===== config.mk =====
export PLATFORM = sky130hd
export DESIGN_NAME = cp0_regfile
export DESIGN_NICKNAME = d
export VERILOG_FILES = /design/src/rtl/cp0_regfile_pkg.sv /design/src/rtl/cp0_regfile.sv
export SDC_FILE = /design/constraint.sdc
export NUM_CORES = 1
export LEC_CHECK = 0
export CORE_ASPECT_RATIO = 2
export CORE_UTILIZATION = 45
export CTS_BUF_LIST = sky130_fd_sc_hd__clkbuf_16
export CTS_CLUSTER_DIAMETER = 200
export CTS_CLUSTER_SIZE = 25
export DETAILED_ROUTE_END_ITERATION = 8
export PLACE_DENSITY = 0.81
export SLEW_MARGIN = 20
export SYNTH_ARGS = -nofsm -noshare
export SYNTH_HDL_FRONTEND = slang
export SYNTH_SLANG_ARGS = --single-unit

===== constraint.sdc =====
create_clock -name clk -period 3.55 [get_ports clk]
set_clock_uncertainty 0.1 [all_clocks]
set_input_delay 0.71 -clock clk [delete_from_list [all_inputs] [get_ports clk]]
set_output_delay 0.71 -clock clk [all_outputs]
set_load 0.05 [all_outputs]

===== src/rtl/cp0_regfile_pkg.sv =====
// Shared CP0 definitions: register numbers, exception codes, bit positions,
// MTC0 write masks and the exception-code decode helpers.
package cp0_regfile_pkg;

    // CP0 register numbers
    localparam logic [4:0] CP0_BADVADDR = 5'd8;
    localparam logic [4:0] CP0_COUNT    = 5'd9;
    localparam logic [4:0] CP0_COMPARE  = 5'd11;
    localparam logic [4:0] CP0_STATUS   = 5'd12;
    localparam logic [4:0] CP0_CAUSE    = 5'd13;
    localparam logic [4:0] CP0_EPC      = 5'd14;

    // Resolved exception codes delivered by the Memory stage
    localparam logic [31:0] EXC_NONE = 32'h0000_0000;
    localparam logic [31:0] EXC_INT  = 32'h0000_0001;
    localparam logic [31:0] EXC_ADEL = 32'h0000_0004;
    localparam logic [31:0] EXC_ADES = 32'h0000_0005;
    localparam logic [31:0] EXC_SYS  = 32'h0000_0008;
    localparam logic [31:0] EXC_BP   = 32'h0000_0009;
    localparam logic [31:0] EXC_RI   = 32'h0000_000a;
    localparam logic [31:0] EXC_OV   = 32'h0000_000c;
    localparam logic [31:0] EXC_ERET = 32'h0000_000e;

    // Status / Cause bit positions
    localparam int STATUS_EXL  = 1;
    localparam int CAUSE_BD    = 31;
    localparam int CAUSE_IP_HI = 15;
    localparam int CAUSE_IP_LO = 10;
    localparam int CAUSE_EXC_HI = 6;
    localparam int CAUSE_EXC_LO = 2;

    // Software-writable bits
    localparam logic [31:0] STATUS_WMASK = 32'h0000_FF03;
    localparam logic [31:0] CAUSE_WMASK  = 32'h0000_0300;

    // What a resolved exception code does to architectural state
    typedef enum logic [1:0] {
        EXC_ACT_NONE,   // no exception: MTC0 may proceed
        EXC_ACT_TRAP,   // take exception: EPC/Cause/EXL update
        EXC_ACT_ERET,   // return: clear EXL only
        EXC_ACT_DROP    // unknown code: instruction flushed, no state change
    } exc_act_e;

    function automatic exc_act_e exc_action(input logic [31:0] et);
        exc_act_e act;
        case (et)
            EXC_NONE: act = EXC_ACT_NONE;
            EXC_INT, EXC_ADEL, EXC_ADES, EXC_SYS,
            EXC_BP, EXC_RI, EXC_OV:
                      act = EXC_ACT_TRAP;
            EXC_ERET: act = EXC_ACT_ERET;
            default:  act = EXC_ACT_DROP;
        endcase
        return act;
    endfunction

    // ExcCode field value; the interrupt request maps to code 0
    function automatic logic [4:0] exc_code(input logic [31:0] et);
        logic [4:0] code;
        case (et)
            EXC_INT: code = 5'h00;
            default: code = et[4:0];
        endcase
        return code;
    endfunction

endpackage


===== src/rtl/cp0_regfile.sv =====
// CP0 register file and timer: holds Status/Cause/EPC/BadVAddr/Count/Compare,
// commits Memory-stage exceptions and services MTC0/MFC0.
module cp0_regfile
    import cp0_regfile_pkg::*;
#(
    parameter logic [31:0] STATUS_RST = 32'h0040_0000,
    parameter int          COUNT_DIV  = 2
) (
    input  logic        clk,
    input  logic        resetn,
    input  logic        we_i,
    input  logic [4:0]  waddr_i,
    input  logic [31:0] wdata_i,
    input  logic [4:0]  raddr_i,
    output logic [31:0] rdata_o,
    input  logic [5:0]  ext_int_i,
    input  logic [31:0] excepttype_i,
    input  logic [31:0] pc_i,
    input  logic        in_delayslot_i,
    input  logic [31:0] badaddr_i,
    output logic [31:0] status_o,
    output logic [31:0] cause_o,
    output logic [31:0] epc_o,
    output logic [31:0] count_o,
    output logic [31:0] compare_o,
    output logic        timer_int_o
);

    logic [31:0] status_q, status_d;
    logic [31:0] cause_q, cause_d;
    logic [31:0] epc_q, epc_d;
    logic [31:0] badvaddr_q, badvaddr_d;
    logic [31:0] count_q, count_d;
    logic [31:0] compare_q, compare_d;
    logic        timer_int_q, timer_int_d;
    logic        phase_q, phase_d;

    exc_act_e    act_s;
    logic        mtc0_en_s;
    logic        count_inc_s;

    // Decode the exception action; an MTC0 only lands when nothing is flushing
    always_comb begin
        act_s       = exc_action(excepttype_i);
        mtc0_en_s   = we_i && (act_s == EXC_ACT_NONE);
        count_inc_s = (COUNT_DIV == 1) ? 1'b1 : phase_q;
    end

    // Next-state for Count divider, timer, MTC0 writes and exception commit
    always_comb begin
        status_d    = status_q;
        cause_d     = cause_q;
        epc_d       = epc_q;
        badvaddr_d  = badvaddr_q;
        compare_d   = compare_q;
        phase_d     = ~phase_q;

        // Count: a software load restarts the divider and skips this increment
        if (mtc0_en_s && (waddr_i == CP0_COUNT)) begin
            count_d = wdata_i;
            phase_d = 1'b0;
        end else if (count_inc_s) begin
            count_d = count_q + 32'd1;
        end else begin
            count_d = count_q;
        end

        // Timer: match uses pre-increment Count; a Compare write clears and wins
        if (mtc0_en_s && (waddr_i == CP0_COMPARE)) begin
            timer_int_d = 1'b0;
        end else if ((compare_q != 32'd0) && (count_q == compare_q)) begin
            timer_int_d = 1'b1;
        end else begin
            timer_int_d = timer_int_q;
        end

        case (act_s)
            EXC_ACT_TRAP: begin
                cause_d[CAUSE_EXC_HI:CAUSE_EXC_LO] = exc_code(excepttype_i);
                if (!status_q[STATUS_EXL]) begin
                    epc_d             = in_delayslot_i ? (pc_i - 32'd4) : pc_i;
                    cause_d[CAUSE_BD] = in_delayslot_i;
                end else begin
                    epc_d = epc_q;
                end
                status_d[STATUS_EXL] = 1'b1;
                if ((excepttype_i == EXC_ADEL) || (excepttype_i == EXC_ADES)) begin
                    badvaddr_d = badaddr_i;
                end else begin
                    badvaddr_d = badvaddr_q;
                end
            end
            EXC_ACT_ERET: begin
                status_d[STATUS_EXL] = 1'b0;
            end
            EXC_ACT_NONE: begin
                if (mtc0_en_s) begin
                    case (waddr_i)
                        CP0_STATUS:  status_d  = (status_q & ~STATUS_WMASK) | (wdata_i & STATUS_WMASK);
                        CP0_CAUSE:   cause_d   = (cause_q & ~CAUSE_WMASK) | (wdata_i & CAUSE_WMASK);
                        CP0_EPC:     epc_d     = wdata_i;
                        CP0_COMPARE: compare_d = wdata_i;
                        default:     compare_d = compare_q;
                    endcase
                end else begin
                    compare_d = compare_q;
                end
            end
            default: begin
                status_d = status_q;
            end
        endcase

        // Interrupt-pending bits track the lines every cycle, not writable
        cause_d[CAUSE_IP_HI:CAUSE_IP_LO] = {ext_int_i[5] | timer_int_q, ext_int_i[4:0]};
    end

    // Architectural state registers
    always_ff @(posedge clk or negedge resetn) begin
        if (!resetn) begin
            status_q    <= STATUS_RST;
            cause_q     <= 32'd0;
            epc_q       <= 32'd0;
            badvaddr_q  <= 32'd0;
            count_q     <= 32'd0;
            compare_q   <= 32'd0;
            timer_int_q <= 1'b0;
            phase_q     <= 1'b0;
        end else begin
            status_q    <= status_d;
            cause_q     <= cause_d;
            epc_q       <= epc_d;
            badvaddr_q  <= badvaddr_d;
            count_q     <= count_d;
            compare_q   <= compare_d;
            timer_int_q <= timer_int_d;
            phase_q     <= phase_d;
        end
    end

    // MFC0 read mux: current register contents, no bypass of a pending write
    always_comb begin
        case (raddr_i)
            CP0_BADVADDR: rdata_o = badvaddr_q;
            CP0_COUNT:    rdata_o = count_q;
            CP0_COMPARE:  rdata_o = compare_q;
            CP0_STATUS:   rdata_o = status_q;
            CP0_CAUSE:    rdata_o = cause_q;
            CP0_EPC:      rdata_o = epc_q;
            default:      rdata_o = 32'd0;
        endcase
    end

    assign status_o    = status_q;
    assign cause_o     = cause_q;
    assign epc_o       = epc_q;
    assign count_o     = count_q;
    assign compare_o   = compare_q;
    assign timer_int_o = timer_int_q;

endmodule


# Yosys cells after proc, flatten, opt, wreduce, memory -nomap -nowiden
# Memory sizes are Yosys's and may differ from the RTL's.
# Cells that the tools add are included.
# op_classes
add_sub_neg,2
eq_ne,22
n_mux,21
bitwise,4
n_reduce_logical,20
# ops
operator,n
32-bit 2-to-1 mux,8
32-bit one-hot mux with 6 select lines,1
"32-bit by 3-bit equality test with 1-bit output, second input constant",2
32-bit one-hot mux with 2 select lines,1
"5-bit by 4-bit equality test with 1-bit output, second input constant",11
"32-bit by 1-bit adder with 32-bit output, second input constant",1
"32-bit by 1-bit equality test with 1-bit output, second input constant",1
32-bit equality test,1
32-bit by 10-bit bitwise OR with 32-bit output,1
32-bit by 16-bit bitwise OR with 32-bit output,1
32-bit nonzero test,1
"32-bit by 3-bit subtractor with 32-bit output, second input constant",1
28-bit zero test,1
3-bit AND reduction,5
5-bit one-hot mux with 2 select lines,1
4-bit AND reduction,2
2-bit 2-to-1 mux,3
"2-bit by 1-bit inequality test with 1-bit output, second input constant",3
2-bit nonzero test,3
5-bit 2-to-1 mux,1
1-bit logical AND,4
1-bit 2-to-1 mux,4
"2-bit inequality test, second input constant",2
1-bit one-hot mux with 3 select lines,1
other kinds (9),9
# word_totals
ff_bits,194
romBits,32
output_inout_bits,193
word_cells,82
memories,1
# mem_list
name,depth,word_bits,rd,rd_ports_with_merged_regs,wr,line_no,source
(name not given),16,2,1,0,0,cp0_regfile_pkg.sv:46,case (et)

# Depth between registers and ports, before layout
# depth
word_depth,6
depth_mapped,9
ltp_nobuf,7

# Worst setup path after synthesis
# No wires, ideal clock.
# synth_timing
kind,input -> output
startpoint,in raddr_i[2]
endpoint,out rdata_o[12]
t_arrival_ns,2.469
slack_ns,0.271
cell_stages,6
path_cell_list,or3b_2 -> nor2_1 -> clkbuf_1 -> buf_1 -> a22oi_1 -> nand3_1
# synth_via
elab_chain_len,2
elab_cells_between_ends,7
# synth_lines
item,line_no,source
start: declaration,cp0_regfile.sv:14,"input logic [4:0] raddr_i,"
5-bit by 4-bit equality test with 1-bit output,cp0_regfile.sv:143,case (raddr_i)
32-bit one-hot mux with 6 select lines *,cp0_regfile.sv:143,
end: declaration,cp0_regfile.sv:15,"output logic [31:0] rdata_o,"
# Every way passes the cells marked *; elsewhere a longest branch is shown, timed or not.

# Worst setup path after layout
# layout_timing
startpoint,in raddr_i[3]
endpoint,out rdata_o[12]
# The elaborated chain is that of the path after synthesis.

==> results.cfg <==
[outcome]
status = finished clean

[timing]
fmax_ghz = 0.288
tightest_slew_ns = 0.609
slew_violations = 0
setup_violations = 0
hold_viol_final = 0
rsz0062_at_grt = no
fin_crit_sh_pct = 97.8
slew_headroom_pct = 59.3
setup_tns_ns = 0
setup_slack_ns = 0.0766
period_minus_slack_ns = 3.47

[pwr]
power_density_nw_per_um2 = 316
peakVddDrop_mv = 0.255
p_leak_nw = 5.53

[global_routing]
grt_pass1_vias = 9050
grt_usage_pct = 34.4
grt-ovfl-total = 0
grt_max_degree = 72
grt_pass1_wl_um = 52100
antenna_found_initial = 1

[floorplanning]
ios = 341
fp.coreArea_um2 = 19800
die_h_um = 203
rows = 73
die_w_um = 103
start_util_pct = 46.0
dieArea_um2 = 20900

[placed_design]
routabilityCongestion = 0.946
placed_cells = 1439
dp_slack_ns = 0.0367
dp_hpwl_um = 26200
io_buffers = 300

[worst_setup_path]
rr_worst_depth = 6
crit_path_start_kind = input port
r2r-start = count_o[0]
slowest_delay_ns = 0.57
rr_endpoint = count_o[26]
path_max_fanout = 22
crit_family = simple AND/OR/NAND/NOR gates
worstSetupPathType = input port to primary output
crit_start = raddr_i[3]
cpMostUsedCell = buf_12
cp.required_ns = 2.74
worstSetupPathDepth = 7
crit_end = rdata_o[12]
endpoint_kind = primary output
crit_arrival_ns = 2.66
slowest_stage = or3b_2
rrSetupSlack_ns = 1.30
crit_chain = clkdlybuf4s50_1 -> or3b_2 -> nor3_4 -> buf_12 -> a22oi_1 -> nand3_1 -> buf_12
cp_num_buf_inv = 3

[drt]
first_iter_violations = 473
dr.pass1.iters = 5
wl_per_cell_um = 23.6
vias = 8773
wl_um = 34700
drc = 0
route.antenna.remaining_nets = 0
viasPerCell = 5.97

[synth]
synth.area.top_cells = dfrtp_1 (42%), mux2_2 (11%), a22oi_1 (5.9%)
synth_edf_count = 0
synthArstFlopShare_pct = 100
yosys.area.top_type_share_pct = 42.3
ys_ff_latch = 154
syn_avg_cell_area_um2 = 10.0
ys.flop_type = dfrtp_1
yosys.area.top_type = dfrtp_1
yosys_warnings = 0
synthDistinctLibCells = 53
yosysSeqAreaShare_pct = 42.3
synthCells = 910
netlist_area_um2 = 9110

[clock_network]
clk_pin_slew_ns = 0.06
cts_buffer_depth = 2
clock-sinks = 154
clk_latency_ns = 0.43
post_cts_buffers = 0
cts-root-buf = clkbuf_16
htreeDepth = 4
cts_tree = yes
numCtsBuffers = 17

[cells_and_area]
fin_cells = 1470
area_growth_pct = 46.8
final_common_cell = clkdlybuf4s50_1
drive_above_1_share_pct = 16.2
layout_common_cells = clkdlybuf4s50_1 (267), dfrtp_1 (154), mux2_2 (87)
nNetsFinal = 1346

[run]
cap_violations = 0

[hold_path]
hold_path.class = input port to asynchronous set/reset pin
## synth_stat cells (17+ instances only)
cell      instances
a21oi_1          19
a22oi_1          72
buf_4            43
clkbuf_1         53
dfrtp_1         154
mux2_1           31
mux2_2           87
nand2_1          65
nand3_1          27
nand4_1          31
nor2_1           17
nor3_1           38
nor4_1           33
o21ai_0          44
xnor2_1          57
xor2_1           20
## cell type report
cell class	count	area, µm²
Antenna cell	1	2.50
Clock buffer	17	425
Clock inverter	13	203
Fill cell	1540	6450
Inverter	8	30.0
Multi-Input combinational cell	682	4850
Sequential cell	154	3850
Tap cell	262	328
Timing Repair Buffer	333	3680
## kinds of logic (layout without fill, tap and decap cells)
family / count (synthesis) / count (layout) / share of synthesized area (%)
buf+inv: 112 / 371 / 6.48
other cells: 2 / 41 / 0.0824
mux: 120 / 120 / 14.8
compound gates: 165 / 165 / 11.8
xor+xnor: 77 / 77 / 7.40
simple gates: 278 / 278 / 16.9
flops: 154 / 154 / 42.3
fa+ha+maj: 2 / 2 / 0.275
## sequential cells by signal, summed over array words and instances (netlist names)
signal,cells
status_o,10
count_inc_s,1
epc_o,32
timer_int_o,1
cause_o,14
count_o,32
compare_o,32
badvaddr_q,32
## power breakdown
part           total [mW]  internal [mW]  switching (mW)
sequential           1.76           1.76         0.00179
clock                1.99           1.24           0.754
combinational       0.480          0.202           0.278
total                4.23           3.20            1.03
## worst min path at each step
stage | from | end | slack [ns] | cells after the start
after global placement | badvaddr_q[5] | badvaddr_q[5] | 0.38 | 1
after global routing | resetn | badvaddr_q[12] | 0.13 | 1
after floorplan | resetn | badvaddr_q[0] | 0.31 | 0
after detailed placement | badvaddr_q[5] | badvaddr_q[5] | 0.38 | 1
after CTS | resetn | badvaddr_q[12] | 0.11 | 1
final | resetn | badvaddr_q[12] | 0.1 | 1
## per-stage QoR
step | power (mW) | util, % | instance area, µm² | hold slack [ns]
after global routing | 4.34 | 67.5 | 13400 | 0.126
after CTS | 4.24 | 67.4 | 13400 | 0.108
after floorplan | 2.01 | - | 9250 | 0.314
after global placement | 2.26 | 64.3 | 12700 | 0.380
after detailed placement | 2.27 | 64.3 | 12700 | 0.376
final | 4.23 | 67.5 | 13400 | 0.0971
## per-layer routing
layer	vias up	track usage, %	part of all wire, %
li1	3877	-	-
met1	4280	36.0	33
met2	471	59.9	53
met3	145	6.85	6.4
met4	0	24.2	7.2
met5	-	0	0
## what timing repair did
action | 4_1_cts | 5_1_grt
setup endpoints to repair | 0 | 5
resized for setup | 0 | 1
hold buffers | 0 | 0
(Power assumes the default switching activity.)
